$ cat src/rtl/ls160_chain_ctrl_if.sv
`default_nettype none
// ============================================================================
// Module   : ls160_chain_ctrl_if
// Brief    : Control/status and LS160 chain bus for ls160_chain_ctrl.
//            WRAP exists only when LS160_CHAIN_WRAP_EN is defined.
// Revision : 1.0
// ============================================================================
interface ls160_chain_ctrl_if #(
    parameter int DIGITS = 2,
    parameter int LW     = 16
);
    logic                  START;
    logic                  ABORT;
    logic                  PAUSE;
    logic                  AUTO;
    logic [4*DIGITS-1:0]   PRESET;
    logic [4*DIGITS-1:0]   TARGET;
    logic [4*DIGITS-1:0]   CNT_Q;
    logic                  CNT_RCO;
    logic [4*DIGITS-1:0]   CNT_D;
    logic                  CNT_LOAD;
    logic                  CNT_ENP;
    logic                  CNT_ENT;
    logic                  BUSY;
    logic                  DONE;
    logic                  ERR;
    logic [LW-1:0]         RUN_LEN;
`ifdef LS160_CHAIN_WRAP_EN
    logic                  WRAP;
`endif

    // master = control logic plus the counter chain; slave = the controller
    modport master (
`ifdef LS160_CHAIN_WRAP_EN
        input  WRAP,
`endif
        output START, ABORT, PAUSE, AUTO, PRESET, TARGET, CNT_Q, CNT_RCO,
        input  CNT_D, CNT_LOAD, CNT_ENP, CNT_ENT, BUSY, DONE, ERR, RUN_LEN
    );

    modport slave (
`ifdef LS160_CHAIN_WRAP_EN
        output WRAP,
`endif
        input  START, ABORT, PAUSE, AUTO, PRESET, TARGET, CNT_Q, CNT_RCO,
        output CNT_D, CNT_LOAD, CNT_ENP, CNT_ENT, BUSY, DONE, ERR, RUN_LEN
    );
endinterface
`default_nettype wire

$ cat src/rtl/ls160_chain_ctrl.sv
`default_nettype none
// ============================================================================
// Module   : ls160_chain_ctrl
// Brief    : Load/count/stop sequencer for a cascade of LS160 BCD counters.
//            Optional wrap flag enabled by macro LS160_CHAIN_WRAP_EN.
// Revision : 1.0
// ============================================================================
module ls160_chain_ctrl #(
    parameter int DIGITS = 2,
    parameter int LW     = 16
) (
    input  wire logic        CLK,
    input  wire logic        CLR,
    ls160_chain_ctrl_if.slave bus
);
    localparam int W = 4 * DIGITS;
    localparam logic [LW-1:0] C_RUN_MAX = '1;

    typedef enum logic [1:0] {
        S_IDLE = 2'd0,
        S_LOAD = 2'd1,
        S_RUN  = 2'd2,
        S_DONE = 2'd3
    } state_t;

    state_t          state_q,    state_d;
    logic [W-1:0]    load_val_q, load_val_d;
    logic [W-1:0]    target_q,   target_d;
    logic            auto_q,     auto_d;
    logic            err_q,      err_d;
    logic [LW-1:0]   run_cnt_q,  run_cnt_d;
    logic [LW-1:0]   run_len_q,  run_len_d;
    logic            wrap_q,     wrap_d;

    logic            w_digits_ok;
    logic            w_match;
    logic            w_en;

    always_comb begin
        w_digits_ok = 1'b1;
        for (int i = 0; i < DIGITS; i++) begin
            if (bus.PRESET[4*i +: 4] > 4'd9 || bus.TARGET[4*i +: 4] > 4'd9)
                w_digits_ok = 1'b0;
        end
    end

    // Enables are combinational so the chain stops on the very edge it reaches TARGET
    assign w_match = (bus.CNT_Q == target_q);
    assign w_en    = (state_q == S_RUN) && !w_match && !bus.PAUSE;

    always_comb begin
        state_d    = state_q;
        load_val_d = load_val_q;
        target_d   = target_q;
        auto_d     = auto_q;
        err_d      = err_q;
        run_cnt_d  = run_cnt_q;
        run_len_d  = run_len_q;
        wrap_d     = wrap_q;

        if (bus.ABORT) begin
            state_d = S_IDLE;
        end else begin
            case (state_q)
                S_IDLE: begin
                    if (bus.START) begin
                        if (w_digits_ok) begin
                            load_val_d = bus.PRESET;
                            target_d   = bus.TARGET;
                            auto_d     = bus.AUTO;
                            err_d      = 1'b0;
                            wrap_d     = 1'b0;
                            state_d    = S_LOAD;
                        end else begin
                            err_d = 1'b1;
                        end
                    end
                end
                S_LOAD: begin
                    run_cnt_d = '0;
                    state_d   = S_RUN;
                end
                S_RUN: begin
                    if (w_en && run_cnt_q != C_RUN_MAX)
                        run_cnt_d = run_cnt_q + LW'(1);
                    if (w_en && bus.CNT_RCO)
                        wrap_d = 1'b1;
                    if (w_match) begin
                        run_len_d = run_cnt_q;
                        state_d   = S_DONE;
                    end
                end
                S_DONE: begin
                    if (auto_q) begin
                        wrap_d  = 1'b0;
                        state_d = S_LOAD;
                    end else begin
                        state_d = S_IDLE;
                    end
                end
                default: state_d = S_IDLE;
            endcase
        end
    end

    always_ff @(posedge CLK) begin
        if (CLR) begin
            state_q    <= S_IDLE;
            load_val_q <= '0;
            target_q   <= '0;
            auto_q     <= 1'b0;
            err_q      <= 1'b0;
            run_cnt_q  <= '0;
            run_len_q  <= '0;
            wrap_q     <= 1'b0;
        end else begin
            state_q    <= state_d;
            load_val_q <= load_val_d;
            target_q   <= target_d;
            auto_q     <= auto_d;
            err_q      <= err_d;
            run_cnt_q  <= run_cnt_d;
            run_len_q  <= run_len_d;
            wrap_q     <= wrap_d;
        end
    end

    assign bus.CNT_D    = load_val_q;
    assign bus.CNT_LOAD = (state_q != S_LOAD);
    assign bus.CNT_ENP  = w_en;
    assign bus.CNT_ENT  = w_en;
    assign bus.BUSY     = (state_q == S_LOAD) || (state_q == S_RUN);
    assign bus.DONE     = (state_q == S_DONE);
    assign bus.ERR      = err_q;
    assign bus.RUN_LEN  = run_len_q;

`ifdef LS160_CHAIN_WRAP_EN
    assign bus.WRAP = wrap_q;
`else
    // Wrap tracking has no observer in this build; RCO is deliberately ignored
    logic w_unused_rco;
    logic w_unused_wrap;
    assign w_unused_rco  = bus.CNT_RCO;
    assign w_unused_wrap = wrap_q;
`endif

endmodule
`default_nettype wire

$ cat src/flat_wrapper.sv
// flat-port wrapper written by rule: the top's interface ports become plain ports
module ls160_chain_ctrl_flat 
#(
    parameter int DIGITS = 2,
    parameter int LW     = 16
)
  (CLK, CLR, bus_START, bus_ABORT, bus_PAUSE, bus_AUTO, bus_PRESET, bus_TARGET, bus_CNT_Q, bus_CNT_RCO, bus_CNT_D, bus_CNT_LOAD, bus_CNT_ENP, bus_CNT_ENT, bus_BUSY, bus_DONE, bus_ERR, bus_RUN_LEN);
  ls160_chain_ctrl_if #(.DIGITS(DIGITS), .LW(LW)) bus_i ();
  input  wire logic CLK;
  input  wire logic CLR;
  input wire logic [$bits(bus_i.START)-1:0] bus_START;
  input wire logic [$bits(bus_i.ABORT)-1:0] bus_ABORT;
  input wire logic [$bits(bus_i.PAUSE)-1:0] bus_PAUSE;
  input wire logic [$bits(bus_i.AUTO)-1:0] bus_AUTO;
  input wire logic [$bits(bus_i.PRESET)-1:0] bus_PRESET;
  input wire logic [$bits(bus_i.TARGET)-1:0] bus_TARGET;
  input wire logic [$bits(bus_i.CNT_Q)-1:0] bus_CNT_Q;
  input wire logic [$bits(bus_i.CNT_RCO)-1:0] bus_CNT_RCO;
  output wire logic [$bits(bus_i.CNT_D)-1:0] bus_CNT_D;
  output wire logic [$bits(bus_i.CNT_LOAD)-1:0] bus_CNT_LOAD;
  output wire logic [$bits(bus_i.CNT_ENP)-1:0] bus_CNT_ENP;
  output wire logic [$bits(bus_i.CNT_ENT)-1:0] bus_CNT_ENT;
  output wire logic [$bits(bus_i.BUSY)-1:0] bus_BUSY;
  output wire logic [$bits(bus_i.DONE)-1:0] bus_DONE;
  output wire logic [$bits(bus_i.ERR)-1:0] bus_ERR;
  output wire logic [$bits(bus_i.RUN_LEN)-1:0] bus_RUN_LEN;
  assign bus_i.START = bus_START;
  assign bus_i.ABORT = bus_ABORT;
  assign bus_i.PAUSE = bus_PAUSE;
  assign bus_i.AUTO = bus_AUTO;
  assign bus_i.PRESET = bus_PRESET;
  assign bus_i.TARGET = bus_TARGET;
  assign bus_i.CNT_Q = bus_CNT_Q;
  assign bus_i.CNT_RCO = bus_CNT_RCO;
  assign bus_CNT_D = bus_i.CNT_D;
  assign bus_CNT_LOAD = bus_i.CNT_LOAD;
  assign bus_CNT_ENP = bus_i.CNT_ENP;
  assign bus_CNT_ENT = bus_i.CNT_ENT;
  assign bus_BUSY = bus_i.BUSY;
  assign bus_DONE = bus_i.DONE;
  assign bus_ERR = bus_i.ERR;
  assign bus_RUN_LEN = bus_i.RUN_LEN;
  ls160_chain_ctrl #(.DIGITS(DIGITS), .LW(LW)) u_core (.CLK(CLK), .CLR(CLR), .bus(bus_i));
endmodule
$ cat config.mk
export PLATFORM = sky130hd
export DESIGN_NAME = ls160_chain_ctrl_flat
export DESIGN_NICKNAME = d
export VERILOG_FILES = /design/src/rtl/ls160_chain_ctrl_if.sv /design/src/rtl/ls160_chain_ctrl.sv /design/src/flat_wrapper.sv
export SDC_FILE = /design/constraint.sdc
export NUM_CORES = 1
export LEC_CHECK = 0
export CAP_MARGIN = 25
export CORE_AREA = 8 8 83 85
export DETAILED_ROUTE_END_ITERATION = 6
export DIE_AREA = 0 0 91 93
export PLACE_DENSITY = 0.72
export SLEW_MARGIN = 20
export SYNTH_ARGS = -nofsm -noshare
export SYNTH_HDL_FRONTEND = slang
export SYNTH_SLANG_ARGS = --single-unit
$ cat constraint.sdc
create_clock -name CLK -period 3.3 [get_ports CLK]
set_clock_uncertainty 0.1 [all_clocks]
set_input_delay 0.495 -clock CLK [delete_from_list [all_inputs] [get_ports CLK]]
set_output_delay 0.495 -clock CLK [all_outputs]
set_load 0.005 [all_outputs]
After elaboration in Yosys (flattened, before gate mapping)
Cells that the tools add are included.
{"block": "totals", "reg_bits": 52, "word_cells": 49, "out_inout_bits": 30, "in_bits": 31}
{"block": "classes", "add_sub_neg": 1, "n_lt_le_gt_ge": 4, "n_reduce_logical": 16, "n_eq_ne": 10, "bitwise": 1, "muxes": 10}
{"operator": "16-bit one-hot mux with 2 select lines", "count": 1}
{"operator": "16-bit by 1-bit adder with 16-bit output (second input constant)", "count": 1}
{"operator": "4-bit > comparator (second input constant)", "count": 4}
{"operator": "16-bit 2-to-1 mux", "count": 1}
{"operator": "16-bit inequality test (second input constant)", "count": 1}
{"operator": "3-bit AND reduction", "count": 4}
{"operator": "8-bit == test", "count": 1}
{"operator": "2-bit one-hot mux with 4 select lines", "count": 1}
{"operator": "2-bit 2-to-1 mux", "count": 3}
{"operator": "2-bit by 1-bit inequality test with 1-bit output (second input constant)", "count": 3}
{"operator": "2-bit == test (second input constant)", "count": 2}
{"operator": "1-bit 2-to-1 mux", "count": 4}
{"operator": "2-bit inequality test (second input constant)", "count": 2}
{"operator": "4-bit AND reduction", "count": 1}
{"operator": "1-bit logical AND", "count": 3}
{"operator": "1-bit logical OR", "count": 3}
{"operator": "2-bit by 1-bit == test with 1-bit output (second input constant)", "count": 1}
{"operator": "1-bit zero test", "count": 2}
{"operator": "2-bit zero test", "count": 1}
{"operator": "2-bit nonzero test", "count": 1}
{"operator": "2-bit OR reduction", "count": 1}
{"operator": "1-bit NOT", "count": 1}

Logic depth before layout (Yosys ltp)
{"block": "depth", "word_depth": 7, "depth_mapped": 8, "ltp_nobuf": 7}

Worst setup path after synthesis
No wires, ideal clock.
{"block": "synth_timing", "kind": "input-to-output", "startpoint": "input bus_CNT_Q[2]", "endpoint": "output bus_CNT_ENT", "t_required_ns": 2.705, "path_slack_ns": 1.125, "path_stages": 6, "arrival_ns": 1.580, "path_buffers": 2, "path_cell_list": "xnor2_1 -> nand4_1 -> o21ai_1 -> inv_2 -> buf_2 -> buf_4"}
{"block": "synth_between", "elab_chain_len": 4}
{"item": "start, declared", "line_no": "flat_wrapper.sv:17", "rtl": "input wire logic [$bits(bus_i.CNT_Q)-1:0] bus_CNT_Q;"}
{"item": "8-bit == test", "line_no": "ls160_chain_ctrl.sv:48", "rtl": "assign w_match = (bus.CNT_Q == target_q);"}
{"item": "1-bit zero test", "line_no": "ls160_chain_ctrl.sv:49", "rtl": "assign w_en = (state_q == S_RUN) && !w_match && !bus.PAUSE;"}
{"item": "1-bit logical AND (2 in series)", "line_no": "ls160_chain_ctrl.sv:49"}
{"item": "end, declared", "line_no": "flat_wrapper.sv:22", "rtl": "output wire logic [$bits(bus_i.CNT_ENT)-1:0] bus_CNT_ENT;"}
Every way passes these cells.

Worst setup path after layout
{"block": "layout_timing", "startpoint": "input bus_CNT_Q[0]", "endpoint": "output bus_CNT_ENT"}
Same word-level chain as after synthesis.

==> results_dict.tcl <==
set metrics [dict create \
    outcome "finished clean" \
    n_antenna_cell 0 \
    num_vias 2064 \
    finalSetupViolCount 0 \
    rsz0062_at_grt "no" \
    holdPathStages 2 \
    powerDensity_nw_per_um2 350 \
    fp-row-count 28 \
    synth_top_area_share_pct 42.9 \
    slew_violations 0 \
    cts.clk_slew.worst_paths_ns 0.10 \
    die_area_um2 8460 \
    layout_commonest_cell "clkdlybuf4s50_1" \
    nNetsFinal 354 \
    drt_first_pass_iters 4 \
    port_buffers 59 \
    cts.sinks 52 \
    r2r_slack_ns 1.20 \
    areaGrowthSynthToFinish_pct 29.6 \
    holdBufCountCts 0 \
    finalCriticalPeriod_ns 2.83 \
    worst_pin_slew_ns 0.831 \
    synth-edff-count 0 \
    min_from "u_core.bus.RUN_LEN[8]" \
    cts_max_path_buffers 2 \
    seq_area_frac_synth_pct 42.9 \
    synth.distinct_cells 42 \
    ctsHtreeMaxLevel 2 \
    cp_data_required_time_ns 2.70 \
    syn_inst 264 \
    r2r-end "u_core.run_cnt_q[6]" \
    endpoint_kind "output pin" \
    routabilityCongestion 0.781 \
    yosysWarnings 0 \
    ys_top_cells_by_area "dfxtp_1 43%, mux2i_1 14%, nor2_1 6.6%, a31oi_1 5.4%, ha_1 3.1%" \
    async_flop_share_pct 0 \
    syn_area_per_cell_um2 9.19 \
    post_cts_buffers 0 \
    maxCapViolations 0 \
    whs_endpoint "u_core.bus.RUN_LEN[8]" \
    synth_area_leader_cell "dfxtp_1" \
    ir_worst_vdd_uv 256 \
    worst_r2r_startpoint "u_core.state_q[0]" \
    synth_area_um2 2430 \
    grt_max_degree 33 \
    worst-r2r-cell-count 7 \
    synth_ff_type "dfxtp_1" \
    drt.antenna.violating_nets 0 \
    initial_core_util_pct 42.8 \
    clock_latency_ns 0.31 \
    io_pins 61 \
    drc 0 \
    tns_ns 0 \
    viasPerCell 5.25 \
    cts_tree "done" \
    grt_overflow_total 0 \
    fin_crit_sh_pct 85.9 \
    grt_pass1_wl_um 9850 \
    fmax_mhz 353 \
    worstPathArrival_ns 2.24 \
    critical_path_class "input pin to output pin" \
    cp-start-kind "input pin" \
    syn-num-nets 301 \
    die_w_um 91 \
    antenna_found_initial 0 \
    fin_hold_ws_ns 0.401 \
    cts_root_buf "clkbuf_8" \
    power.leakage_uw 0.00105 \
    first_iter_violations 163 \
    crit_fanout 15 \
    ys_seq_elements 52 \
    final_layout_size_suffix_gt1_share_pct 7.23 \
    final-hold-violation-count 0 \
    cts_resized 0 \
    numCtsBuffers 5 \
    slew_headroom_pct 44.5 \
    die_h_um 93 \
    grtUsageTotal_pct 13.9 \
    core_area_um2 5680 \
    wl_per_cell_um 14.6 \
    layout.cells.most_common_list "59 x clkdlybuf4s50_1, 52 x dfxtp_1, 43 x nor2_1" \
    hpwl_um 4300 \
    hold_path.class "flop to flop" \
    grt_pass1_vias 2054 \
    wirelength_um 5720 \
]
-- worst max-delay path, cell delays in order --
cell             delay (ns)
clkdlybuf4s50_1        0.48
xnor2_1                0.13
nand4_1                0.21
o21ai_1                0.27
inv_2                  0.18
clkdlybuf4s50_1        0.48
-- through the flow --
| stage | std cells | utilization [%] | instance area (µm²) | worst slack [ns] | power [µW] |
|---|---|---|---|---|---|
| finish | 393 | 55.4 | 3150 | 0.465 | 1100 |
| floorplan | 264 | - | 2430 | 1.12 | 693 |
| CTS | 393 | 55.4 | 3150 | 0.462 | 1110 |
| global placement | 385 | 53.8 | 3050 | 0.475 | 745 |
| global route | 393 | 55.4 | 3150 | 0.374 | 1140 |
| detailed placement | 385 | 53.8 | 3050 | 0.462 | 746 |
-- Yosys cell counts, types with 2 or more instances --
| library cell | count |
|---|---|
| a21oi_1 | 2 |
| a31oi_1 | 21 |
| and3_1 | 4 |
| buf_2 | 2 |
| buf_4 | 4 |
| buf_6 | 3 |
| clkbuf_1 | 8 |
| dfxtp_1 | 52 |
| ha_1 | 6 |
| inv_1 | 7 |
| mux2i_1 | 34 |
| nand2_1 | 11 |
| nand2b_1 | 4 |
| nand3_1 | 9 |
| nand4_1 | 6 |
| nor2_1 | 43 |
| nor2b_1 | 2 |
| nor3_1 | 3 |
| nor4_1 | 2 |
| o211ai_1 | 2 |
| o21a_1 | 3 |
| o21ai_0 | 8 |
| o21ai_1 | 2 |
| xnor2_1 | 8 |
-- registers in the layout (all words and copies together) (netlist names) --
signal / count
u_core.bus.RUN_LEN: 16
u_core.state_q: 2
u_core.auto_q: 1
u_core.run_cnt_q: 16
u_core.target_q: 8
u_core.bus.ERR: 1
u_core.bus.CNT_D: 8
-- final cells by class --
type	instances	area [µm²]
Tap cell	75	93.8
Sequential cell	52	1040
Multi-Input combinational cell	186	1250
Clock inverter	3	22.5
Clock buffer	5	68.8
Inverter	8	30.0
Timing Repair Buffer	64	641
Fill cell	521	2530
-- power by group --
part	leakage, µW	internal, µW	switching (µW)	total (µW)
sequential	0.000419	632	3.00	635
clock	0.0000485	152	219	371
combinational	0.000582	54.5	41.7	96.2
-- worst max-delay path by stage --
stage	start	endpoint	cells past startpoint
after global routing	bus_CNT_Q[0]	bus_CNT_ENP	6
after floorplan	bus_CNT_Q[2]	bus_CNT_ENT	6
after global placement	bus_CNT_Q[0]	bus_CNT_ENT	6
after detailed placement	bus_CNT_Q[0]	bus_CNT_ENT	6
final	bus_CNT_Q[0]	bus_CNT_ENT	6
after CTS	bus_CNT_Q[0]	bus_CNT_ENT	6
-- cells by family (layout without fill, tap and decap cells) --
logic type,after synthesis,after routing,synth area share [%]
adder cells (fa/ha/maj),6,6,3.09
AND/OR/NAND/NOR,92,92,18.5
buffers and inverters,26,80,6.13
XOR/XNOR,8,8,2.89
AO/OA/AOI/OAI,46,46,12.5
multiplexers,34,34,14.0
flip-flops,52,52,42.9
-- layer usage --
| metal | vias up | track usage, % | share of wire, % |
|---|---|---|---|
| li1 | 1048 | - | - |
| met3 | 5 | 3.53 | 5.2 |
| met2 | 41 | 22.6 | 47 |
| met4 | 0 | 4.91 | 1.3 |
| met1 | 970 | 17.4 | 46 |
| met5 | - | 0 | 0 |
Note: power is estimated with default switching activity, not from simulation.
==> variant 1: new RTL, same settings <==
`DIGITS` is set to 2 in 3 places; all go to 1.
--- a/src/rtl/ls160_chain_ctrl_if.sv
+++ b/src/rtl/ls160_chain_ctrl_if.sv
@@ -6,7 +6,7 @@
 // Revision : 1.0
 // ============================================================================
 interface ls160_chain_ctrl_if #(
-    parameter int DIGITS = 2,
+    parameter int DIGITS = 1,
     parameter int LW     = 16
 );
     logic                  START;
--- a/src/rtl/ls160_chain_ctrl.sv
+++ b/src/rtl/ls160_chain_ctrl.sv
@@ -6,7 +6,7 @@
 // Revision : 1.0
 // ============================================================================
 module ls160_chain_ctrl #(
-    parameter int DIGITS = 2,
+    parameter int DIGITS = 1,
     parameter int LW     = 16
 ) (
     input  wire logic        CLK,
--- a/src/flat_wrapper.sv
+++ b/src/flat_wrapper.sv
@@ -1,7 +1,7 @@
 // flat-port wrapper written by rule: the top's interface ports become plain ports
 module ls160_chain_ctrl_flat 
 #(
-    parameter int DIGITS = 2,
+    parameter int DIGITS = 1,
     parameter int LW     = 16
 )
   (CLK, CLR, bus_START, bus_ABORT, bus_PAUSE, bus_AUTO, bus_PRESET, bus_TARGET, bus_CNT_Q, bus_CNT_RCO, bus_CNT_D, bus_CNT_LOAD, bus_CNT_ENP, bus_CNT_ENT, bus_BUSY, bus_DONE, bus_ERR, bus_RUN_LEN);
Ports: changed (resized bus_CNT_D, bus_CNT_Q, bus_PRESET and bus_TARGET); port bits go from 61 to 45. No check against the original RTL was run, so the function may have changed too.
==> variant 1 against the unedited design <==
- non-clock buffer count decreased by 18
- count of clock-buffer cells in the layout increased by 1
- sequential cell count decreased by 8
- synthesized area decreased by 15%
- routed wire length decreased by 11%
- worst setup slack improved by 0.20 ns
- total power decreased by 3.5%
- design area decreased by 15%
==> variant 1: results (changes against the unedited design) <==
Pwr
  – Maximum vdd ir drop: 0.000242 V (-5.7%)

Finish
  – Count of plain and timing-repair buffers: 46 (-28%)
  – Total area of sequential cells: 881 sq um (-15%)
  – Fillers: 577 (+11%)
  – Fraction of final layout cells sized beyond drive strength 1: 5.67% (-1.6 points)
  – Multi-input gates: 176 (-5.4%)
  – CLK BUF: 6 (+1)
  – Fraction of the core area covered by cells at the end of the flow: 47.2% (-8.2 points)
  – Buffer share of cell area: 16.9% (-3.5 points)
  – Area of combinational cells with multiple inputs: 1100 sq um (-12%)
  – Proportion of cell area spent on the clock network: 4.53% (+1.6 points)

Route
  – Via count of the routed design: 1853 (-10%)
  – Drt initial violations: 110 (-33%)
  – Total wire length: 5.10 mm (-11%)

STA
  – Minimum hold slack: 0.357 ns (-0.0436 ns)
  – Worst max-slew margin expressed relative to the limit: 64.4% (+20 points)
  – Highest attainable clock frequency: 380 MHz (+7.7%)

Placement
  – Area post-placement: 2560 sq um (-16%)
  – Setup WS pre-CTS: 0.679 ns (+0.217 ns)
  – Inst Count DP: 349 (-9.4%)
  – Routability-driven placement congestion ratio: 0.896 (+15%)
  – Input/output buffers: 43 (-27%)

Worst setup path
  – Critical path's largest stage delay: 0.51 ns (+0.03 ns)
  – Timing startpoint of the critical path: bus_CNT_Q[2]
  – Flop-to-flop setup slack: 0.94 ns (-0.26 ns)
  – WP data arrival: 2.04 ns (-0.20 ns)
  – R2R Path Start: u_core.run_cnt_q[0]$_SDFFE_PP0P_
  – Top fanout value on the critical path: 2 (-13)
  – Critical register-to-register path endpoint: u_core.run_cnt_q[10]$_SDFFE_PP0P_

Synthesis
  – Top cells by area, synth: sky130_fd_sc_hd__dfxtp_1, sky130_fd_sc_hd__nand2_1, sky130_fd_sc_hd__a21oi_1, sky130_fd_sc_hd__mux2i_1, sky130_fd_sc_hd__ha_1
  – Total nets after synthesis: 264 (-12%)
  – Top cells by count, synth: sky130_fd_sc_hd__dfxtp_1, sky130_fd_sc_hd__nand2_1, sky130_fd_sc_hd__a21oi_1, sky130_fd_sc_hd__nor2_1, sky130_fd_sc_hd__mux2i_1

Min path
  – Min-Delay Endpoint: u_core.bus.RUN_LEN[10]$_SDFFE_PP0P_
  – Hold_sp: u_core.bus.RUN_LEN[10]$_SDFFE_PP0P_

Outcome
  – Outcome: finished clean

Global route
  – Global-route wire length before repair: 8.90 mm (-9.7%)
variant 1: changes by cell type after synthesis, sizes merged, moves of 6 or more:
| cell | change |
|---|---|
| a21oi | +18 |
| nor2 | -23 |
| nand2 | +29 |
| buf | -6 |
| a21o | +7 |
| a31oi | -20 |
| dfxtp | -8 |
| mux2i | -24 |
variant 1: report_power, final:
part	switching (uW)	internal, uW
clock	191	248
sequential	3.44	536
combinational	40.3	45.5
variant 1: routing by layer:
layer	wire length, um	share of wire [%]	global-route usage (%)	vias to the layer above
met5	0	0	0	-
met4	52	1.0	3.68	0
met3	369	7.2	5.05	6
met2	2410	47	20.9	57
met1	2270	45	14.5	854
li1	-	-	-	936
variant 1: cells by family (layout without fill, tap and decap cells):
group,count (synthesis),in the layout,share of synthesized area (%)
multiplexers,10,10,4.83
AO/OA/AOI/OAI,60,60,21.2
adder cells (fa/ha/maj),6,6,3.63
buffers and inverters,19,62,4.41
flip-flops,44,44,42.5
XOR/XNOR,5,5,2.11
AND/OR/NAND/NOR,95,95,21.3
==> variant 2: new RTL, config.mk and constraints unchanged <==
Without the edit above. Add an input register stage for `CLR`; this delays it by one clock. The other inputs are not delayed to match.
--- a/src/rtl/ls160_chain_ctrl.sv
+++ b/src/rtl/ls160_chain_ctrl.sv
@@ -22,6 +22,12 @@
         S_RUN  = 2'd2,
         S_DONE = 2'd3
     } state_t;
+
+    logic CLR_q;
+
+    always_ff @(posedge CLK) begin
+        CLR_q <= CLR;
+    end
 
     state_t          state_q,    state_d;
     logic [W-1:0]    load_val_q, load_val_d;
@@ -104,7 +110,7 @@
     end
 
     always_ff @(posedge CLK) begin
-        if (CLR) begin
+        if (CLR_q) begin
             state_q    <= S_IDLE;
             load_val_q <= '0;
             target_q   <= '0;
Function: changed (a bounded check fails within 4 cycles, from zero or initial values).
==> variant 2 against the unedited design <==
- synthesized area grew 0.82%
- routed wire length decreased by 1.5%
- worst setup slack improved by 0.064 ns
- total power grew 7.1%
- hold slack worse by 0.0071 ns
- design area increased by 0.76%
- via count grew 0.39%
- count of clock-buffer cells in the layout did not move
- first-iteration DRC count fell by 53%
- non-clock buffer count unchanged
- sequential cell count rose by 1
- critical path type unchanged
- largest cell class unchanged
==> variant 2: results (changes against the unedited design) <==
Synthesis
  – Top cells by area, synth: sky130_fd_sc_hd__dfxtp_1, sky130_fd_sc_hd__mux2i_1, sky130_fd_sc_hd__nor2_1, sky130_fd_sc_hd__a31oi_1, sky130_fd_sc_hd__ha_1
  – Share of the yosys chip area belonging to registers: 43.4% (+0.47 points)
  – Top cells by count, synth: sky130_fd_sc_hd__dfxtp_1, sky130_fd_sc_hd__nor2_1, sky130_fd_sc_hd__mux2i_1
  – Area fraction in compound gates after synthesis: 12.4% (-0.10 points)
  – XOR/XNOR share of the synthesized area: 2.86% (-0.024 points)
  – Total nets after synthesis: 302 (+0.33%)
  – Post-Synth Adder-Cell Area: 3.07% (-0.025 points)
  – Share of synthesized area spent on multiplexers: 13.9% (-0.11 points)

Global route
  – Number of global-route vias before repair: 2143 (+4.3%)
  – Overall fraction of global-route tracks in use: 13.6% (-0.24 points)
  – Global-route wire length before repair: 9.80 mm (-0.50%)
  – Pin count of the biggest net entering global routing: 24 (-27%)
  – Number of antenna violations at the first check in global routing: 0 (unchanged)

Worst setup path
  – Flop-to-flop setup slack: 1.23 ns (+0.03 ns)
  – Timing startpoint of the critical path: bus_CNT_Q[2]
  – Top fanout value on the critical path: 15 (unchanged)
  – Critical path capture point: bus_CNT_ENT
  – WP data arrival: 2.18 ns (-0.06 ns)
  – Slowest library cell on the worst path: sky130_fd_sc_hd__clkdlybuf4s50_1

Route
  – Drt initial violations: 77 (-53%)
  – Number of iterations in the first detailed-routing pass: 4 (unchanged)
  – Wire length on met1: 2.45 mm (-7.6%)
  – Met2 wire len: 2.75 mm (+2.0%)
  – Total wire length: 5.64 mm (-1.5%)
  – Vias per cell: 5.27 (+0.39%)
  – Met3 routed wirelength: 374 um (+25%)

Die
  – Initial standard-cell utilization of the core: 43.1% (+0.35 points)

STA
  – Highest attainable clock frequency: 361 MHz (+2.3%)
  – Minimum hold slack: 0.394 ns (-0.00708 ns)
  – Measured slew at the worst slew-check pin: 0.880 ns (+0.0486 ns)

Placement
  – Routability-driven placement congestion ratio: 0.823 (+5.5%)
  – Setup WS pre-CTS: 0.515 ns (+0.0527 ns)
  – Input/output buffers: 59 (unchanged)
  – Post-DP HPWL: 4.22 mm (-1.8%)

Min path
  – Hold_sp: u_core.run_cnt_q[14]$_SDFFE_PP0P_
  – Cells on Worst Hold Path: 1 (-1)
  – Worst hold-check path type: reg2reg
  – Min-Delay Endpoint: u_core.run_cnt_q[14]$_SDFFE_PP0P_

Clock network
  – H-tree depth: 2 (unchanged)
  – Resized Gates After CTS: 0 (unchanged)

Finish
  – Nets: 355 (+0.28%)
  – Fillers: 532 (+2.1%)
  – Fraction of final layout cells sized beyond drive strength 1: 6.92% (-0.31 points)

Pwr
  – Static power due to leakage: 0.00106 uW (+1.1%)
  – Maximum vdd ir drop: 0.000242 V (-5.7%)

Outcome
  – Outcome: finished clean
[variant 2: stage by stage]
stage	std cells	area, sq um
2_1_floorplan	265	2450
3_3_place_gp	386	3060
3_5_place_dp	386	3060
4_1_cts	393	3170
5_1_grt	393	3170
6_report	393	3170
[variant 2: routing by layer]
metal / up-vias / GRT usage (%)
met4: 0 / 3.41
met1: 969 / 15.6
li1: 1044 / -
met2: 53 / 23.3
met3: 6 / 5.29
met5: - / 0
[variant 2: layout make-up]
class	instances	area, sq um	area share (%)
multi-input combinational	186	1250	39.4
clock inverter	2	38.8	1.22
tap	75	93.8	2.96
inverter	8	30.0	0.947
sequential	53	1060	33.5
clock buffer	5	68.8	2.17
timing repair buffer	64	628	19.8
[variant 2: where the power goes]
group | total (uW) | leakage, uW | internal [uW] | switching (uW)
Sequential | 652 | 0.000428 | 645 | 7.67
Combinational | 90.5 | 0.000579 | 53.7 | 36.7
Clock | 438 | 0.0000546 | 225 | 213
